$ cat src/rtl/sensor_interval_timer.sv
// sensor_interval_timer
// Measures the time in ms between a train crossing track sensor 1 and track
// sensor 2. The result is presented on time_meas with a one-cycle meas_valid
// strobe. A measurement that runs too long is abandoned with a one-cycle
// timeout strobe. After either strobe both sensors are ignored for a lockout
// period.
module sensor_interval_timer #(
    parameter int TIME_W     = 19,
    parameter int TICK_DIV   = 50000,
    parameter int TIMEOUT_MS = 500000,
    parameter int LOCKOUT_MS = 200
) (
    input  logic              clk,
    input  logic              rst_n,
    input  logic              sensor1,
    input  logic              sensor2,
    output logic [TIME_W-1:0] time_meas,
    output logic              meas_valid,
    output logic              timeout,
    output logic              busy
);

    localparam int PRE_W = (TICK_DIV > 1) ? $clog2(TICK_DIV) : 1;
    localparam logic [PRE_W-1:0]  PRE_LAST     = PRE_W'(TICK_DIV - 1);
    localparam logic [TIME_W-1:0] TIMEOUT_LAST = TIME_W'(TIMEOUT_MS - 1);
    localparam logic [TIME_W-1:0] LOCKOUT_LAST = TIME_W'(LOCKOUT_MS - 1);
    localparam logic [TIME_W-1:0] MEAS_MIN     = TIME_W'(1);

    typedef enum logic [1:0] {
        IDLE    = 2'd0,
        TIMING  = 2'd1,
        LOCKOUT = 2'd2
    } state_t;

    state_t             state;
    logic [PRE_W-1:0]   prescaler;
    logic [TIME_W-1:0]  ms_cnt;

    logic s1_meta, s1_sync, s1_prev;
    logic s2_meta, s2_sync, s2_prev;

    logic              rise1;
    logic              rise2;
    logic              tick;
    logic [TIME_W-1:0] ms_elapsed;
    logic [TIME_W-1:0] meas_value;

    // Two-flop synchronisers plus a previous-value flop for edge detection.
    always_ff @(posedge clk or negedge rst_n) begin
        if (!rst_n) begin
            s1_meta <= 1'b0;
            s1_sync <= 1'b0;
            s1_prev <= 1'b0;
            s2_meta <= 1'b0;
            s2_sync <= 1'b0;
            s2_prev <= 1'b0;
        end else begin
            s1_meta <= sensor1;
            s1_sync <= s1_meta;
            s1_prev <= s1_sync;
            s2_meta <= sensor2;
            s2_sync <= s2_meta;
            s2_prev <= s2_sync;
        end
    end

    // Edge detect, ms tick and the clamped measurement value. A tick landing
    // in the same cycle as rise2 is counted so the result is whole ms elapsed.
    always_comb begin
        rise1      = s1_sync & ~s1_prev;
        rise2      = s2_sync & ~s2_prev;
        tick       = (prescaler == PRE_LAST);
        ms_elapsed = tick ? (ms_cnt + 1'b1) : ms_cnt;
        meas_value = (ms_elapsed == '0) ? MEAS_MIN : ms_elapsed;
    end

    // Main FSM with prescaler, ms counter and registered outputs.
    always_ff @(posedge clk or negedge rst_n) begin
        if (!rst_n) begin
            state      <= IDLE;
            prescaler  <= '0;
            ms_cnt     <= '0;
            time_meas  <= '0;
            meas_valid <= 1'b0;
            timeout    <= 1'b0;
            busy       <= 1'b0;
        end else begin
            meas_valid <= 1'b0;
            timeout    <= 1'b0;
            case (state)
                IDLE: begin
                    prescaler <= '0;
                    if (rise1) begin
                        state  <= TIMING;
                        ms_cnt <= '0;
                        busy   <= 1'b1;
                    end
                end
                TIMING: begin
                    if (rise2) begin
                        time_meas  <= meas_value;
                        meas_valid <= 1'b1;
                        state      <= LOCKOUT;
                        ms_cnt     <= '0;
                        prescaler  <= '0;
                    end else if (tick) begin
                        prescaler <= '0;
                        if (ms_cnt == TIMEOUT_LAST) begin
                            timeout <= 1'b1;
                            state   <= LOCKOUT;
                            ms_cnt  <= '0;
                        end else begin
                            ms_cnt <= ms_cnt + 1'b1;
                        end
                    end else begin
                        prescaler <= prescaler + 1'b1;
                    end
                end
                LOCKOUT: begin
                    if (tick) begin
                        prescaler <= '0;
                        if (ms_cnt == LOCKOUT_LAST) begin
                            state  <= IDLE;
                            busy   <= 1'b0;
                            ms_cnt <= '0;
                        end else begin
                            ms_cnt <= ms_cnt + 1'b1;
                        end
                    end else begin
                        prescaler <= prescaler + 1'b1;
                    end
                end
                default: begin
                    state     <= IDLE;
                    busy      <= 1'b0;
                    prescaler <= '0;
                    ms_cnt    <= '0;
                end
            endcase
        end
    end

endmodule
$ cat config.mk
export PLATFORM = sky130hd
export DESIGN_NAME = sensor_interval_timer
export DESIGN_NICKNAME = d
export VERILOG_FILES = /design/src/rtl/sensor_interval_timer.sv
export SDC_FILE = /design/constraint.sdc
export NUM_CORES = 1
export LEC_CHECK = 0
export CORE_UTILIZATION = 51
export CTS_CLUSTER_DIAMETER = 80
export CTS_CLUSTER_SIZE = 25
export DETAILED_ROUTE_END_ITERATION = 16
export PLACE_DENSITY = 0.81
export SETUP_SLACK_MARGIN = 0.5
export SYNTH_ARGS = -nofsm -noshare
export SYNTH_HDL_FRONTEND = slang
export SYNTH_SLANG_ARGS = --single-unit
$ cat constraint.sdc
create_clock -name clk -period 2.8 [get_ports clk]
set_clock_uncertainty 0.1 [all_clocks]
set_input_delay 0.56 -clock clk [delete_from_list [all_inputs] [get_ports clk]]
set_output_delay 0.56 -clock clk [all_outputs]
set_load 0.05 [all_outputs]
==> impl_metrics.csv <==
group,metric,value,unit
critical_path,crit_type,"reg -> reg",
grt,grt.total_usage,24.2,%
power_and_ir_drop,power.total,3000,uW
synthesis,async_flop_share,100,%
cells_and_area,final_cell_mix,"dfrtp_1, nand2_1, nor2_1",
cells_and_area,final_common_cell,"dfrtp_1",
clock_network,path_clk_slew,0.07,ns
grt,grt_first_pass_wirelength,13900,microns
critical_path,cp_common_cell,"buf_4",
route,route.vias.total,3187,
timing,slew_viol_final,0,
critical_path,critPathArrivalTime,2.50,ns
timing,final_hold_viol_count,0,
synthesis,synth_top_cell_by_area,"dfrtp_1",
timing,tightest_slew,0.827,ns
cells_and_area,fillers,525,
floorplan,die_x,86.5,microns
synthesis,synth_top_area_share,44.7,%
job,max_cap_violations,0,
floorplan,dieArea,7470,sq um
clock_network,cts_root_buf,"clkbuf_8",
floorplan,floorplan.core_area,6830,sq um
synthesis,syn_inst,393,
critical_path,critPathMaxFanout,5,
route,firstDrtPassIters,5,
floorplan,io_pins,26,
placed_design,dp_hpwl,5340,microns
critical_path,slowest_delay,0.39,ns
clock_network,clkSinkCount,65,
placed_design,portBuffers,25,
floorplan,row_count,30,
clock_network,cts_buffers,9,
route,wirelength,9170,microns
route,antenna_left,0,
critical_path,crit_slowest_cell,"dfrtp_1",
synthesis,synth_top_flop_cell,"dfrtp_1",
synthesis,yosysSeqAreaShare,44.7,%
cells_and_area,finalNetCount,439,
synthesis,yosys_warnings,0,
placed_design,finalWeightedCongestion,0.871,
timing,fmax,424,MHz
floorplan,fp.dieH,86.5,microns
synthesis,synth_nets,402,
grt,antenna_found_initial,0,
timing,setup_viol,0,
power_and_ir_drop,power.density,669,nW/um^2
route,avgViaCountPerCell,6.01,
synthesis,synth_edf_count,0,
synthesis,syn_avg_cell_area,9.26,sq um
cells_and_area,area_growth,23.2,%
clock_network,cts.path.max_buffers,2,
timing,tns,0,ns
clock_network,cts_htree_levels,3,
critical_path,startpoint_type,"flop",
synthesis,ys_types,52,
power_and_ir_drop,leakage,0.00185,uW
critical_path,cp-end-kind,"flop",
route,wl_per_cell,17.3,microns
critical_path,required,2.94,ns
clock_network,clock_latency,0.35,ns
cells_and_area,layout-drive-gt1-share,19.6,%
worst_hold_path,holdCritPathClass,"reg -> reg",
critical_path,crit_chain,"buf_4 -> buf_4 -> and3_2 -> nand4_1 -> buf_4 -> nor2_1 -> nand3_1 -> a21o_1 -> a21o_1",
timing,rsz0062_at_grt,"yes",
floorplan,start_util,53.2,%
timing,slew_headroom,44.9,%
grt,overflow,0,
synthesis,syn_area,3640,sq um
timing,finalCritPeriodShare,84.1,%
placed_design,placed_area,3970,sq um
cells_and_area,antenna_cells,0,
grt,grt_max_degree,66,
synthesis,yosys-top-cells-area,"dfrtp_1, xnor2_1, nand2_1, nor2_1, o21ai_0",
synthesis,ys_ff_latch,65,
clock_network,hold_buffers,0,
power_and_ir_drop,ir_drop,473,uV
cells_and_area,final_area,4480,sq um
route,drc,0,
timing,fin_crit,2.36,ns
critical_path,path_buf_inv,3,
route,first_iter_violations,432,
run_status,run_status,"complete, no violations",
critical_path,critPathTopFamily,"simple AND/OR/NAND/NOR gates",
grt,grt_pass1_vias,3013,
clock_network,tritoncts,"built",
logic make-up after synthesis:
group / synth area share (%)
buf+inv: 5.33
simple gates: 23.0
mux: 3.99
fa+ha+maj: 1.72
xor+xnor: 7.95
flops: 44.7
compound gates: 13.2
path summary, 6_finish.rpt:
path	startpoint	to	slack, ns	cells after the start
max	ms_cnt[0]	ms_cnt[17]	0.44	9
min	s2_meta	s2_sync	0.25	0
max reg2reg	ms_cnt[0]	ms_cnt[17]	0.44	9
min reg2reg	s2_meta	s2_sync	0.25	0
max in group asynchronous	rst_n	ms_cnt[4]	1.71	2
min in group asynchronous	rst_n	time_meas[8]	0.28	2
cells in the mapped netlist (7+ instances only):
master    number
nor2_1        41
nand4_1       11
o21ai_0       26
xor2_1         8
inv_1         11
buf_2          8
nand2_1       47
xnor2_1       25
a21oi_1       15
nand3_1       17
a22o_1         7
and3_1        10
clkbuf_1      14
mux2i_1       10
dfrtp_1       65
a21o_1         7
through the flow:
step	std cells	worst slack, ns	hold WS [ns]	util (%)
after floorplan	393	0.535	0.164	-
after global placement	500	0.180	0.236	58.1
after detailed placement	500	0.0870	0.237	58.1
after CTS	520	0.368	0.252	62.3
after global routing	530	0.392	0.272	65.6
final	530	0.444	0.249	65.6
layer usage:
metal | vias up | track usage, % | routed length [microns]
met5 | - | 0 | 0
met3 | 41 | 5.43 | 598
met4 | 0 | 12.7 | 347
li1 | 1440 | - | -
met2 | 162 | 37.9 | 4340
met1 | 1544 | 31.4 | 3880
repair_timing:
action / in CTS / in global routing
endpoints found under the hold margin: 0 / 0
setup endpoints to repair: 20 / 37
pin swaps: 4 / 10
gates resized for setup: 7 / 32
cloned: 1 / 0
setup buffers: 4 / 10
power breakdown:
group	switching [uW]	internal, uW
clock	349	502
combinational	664	439
sequential	37.7	1000
worst reg2reg max path, cell delays in order (launching register included):
cell     delay (ns)
dfrtp_1        0.39
buf_4          0.14
buf_4          0.12
and3_2         0.23
nand4_1        0.31
buf_4          0.27
nor2_1         0.14
nand3_1        0.16
a21o_1         0.22
a21o_1         0.17
flip-flops by register name, summed over array words and instances, names as in the netlist:
| signal | count |
|---|---|
| busy | 1 |
| meas_valid | 1 |
| ms_cnt | 19 |
| prescaler | 16 |
| s1_meta | 1 |
| s1_prev | 1 |
| s1_sync | 1 |
| s2_meta | 1 |
| s2_prev | 1 |
| s2_sync | 1 |
| state | 2 |
| time_meas | 19 |
| timeout | 1 |
area by class of cell:
| class | count | area, sq um | area share [%] |
|---|---|---|---|
| Inverter | 12 | 45.0 | 1.01 |
| Tap cell | 96 | 120 | 2.68 |
| Sequential cell | 65 | 1630 | 36.4 |
| Clock inverter | 2 | 35.0 | 0.782 |
| Clock buffer | 13 | 179 | 3.99 |
| Timing Repair Buffer | 54 | 508 | 11.3 |
| Multi-Input combinational cell | 288 | 1960 | 43.8 |
Power figures use the tool's default switching activity.
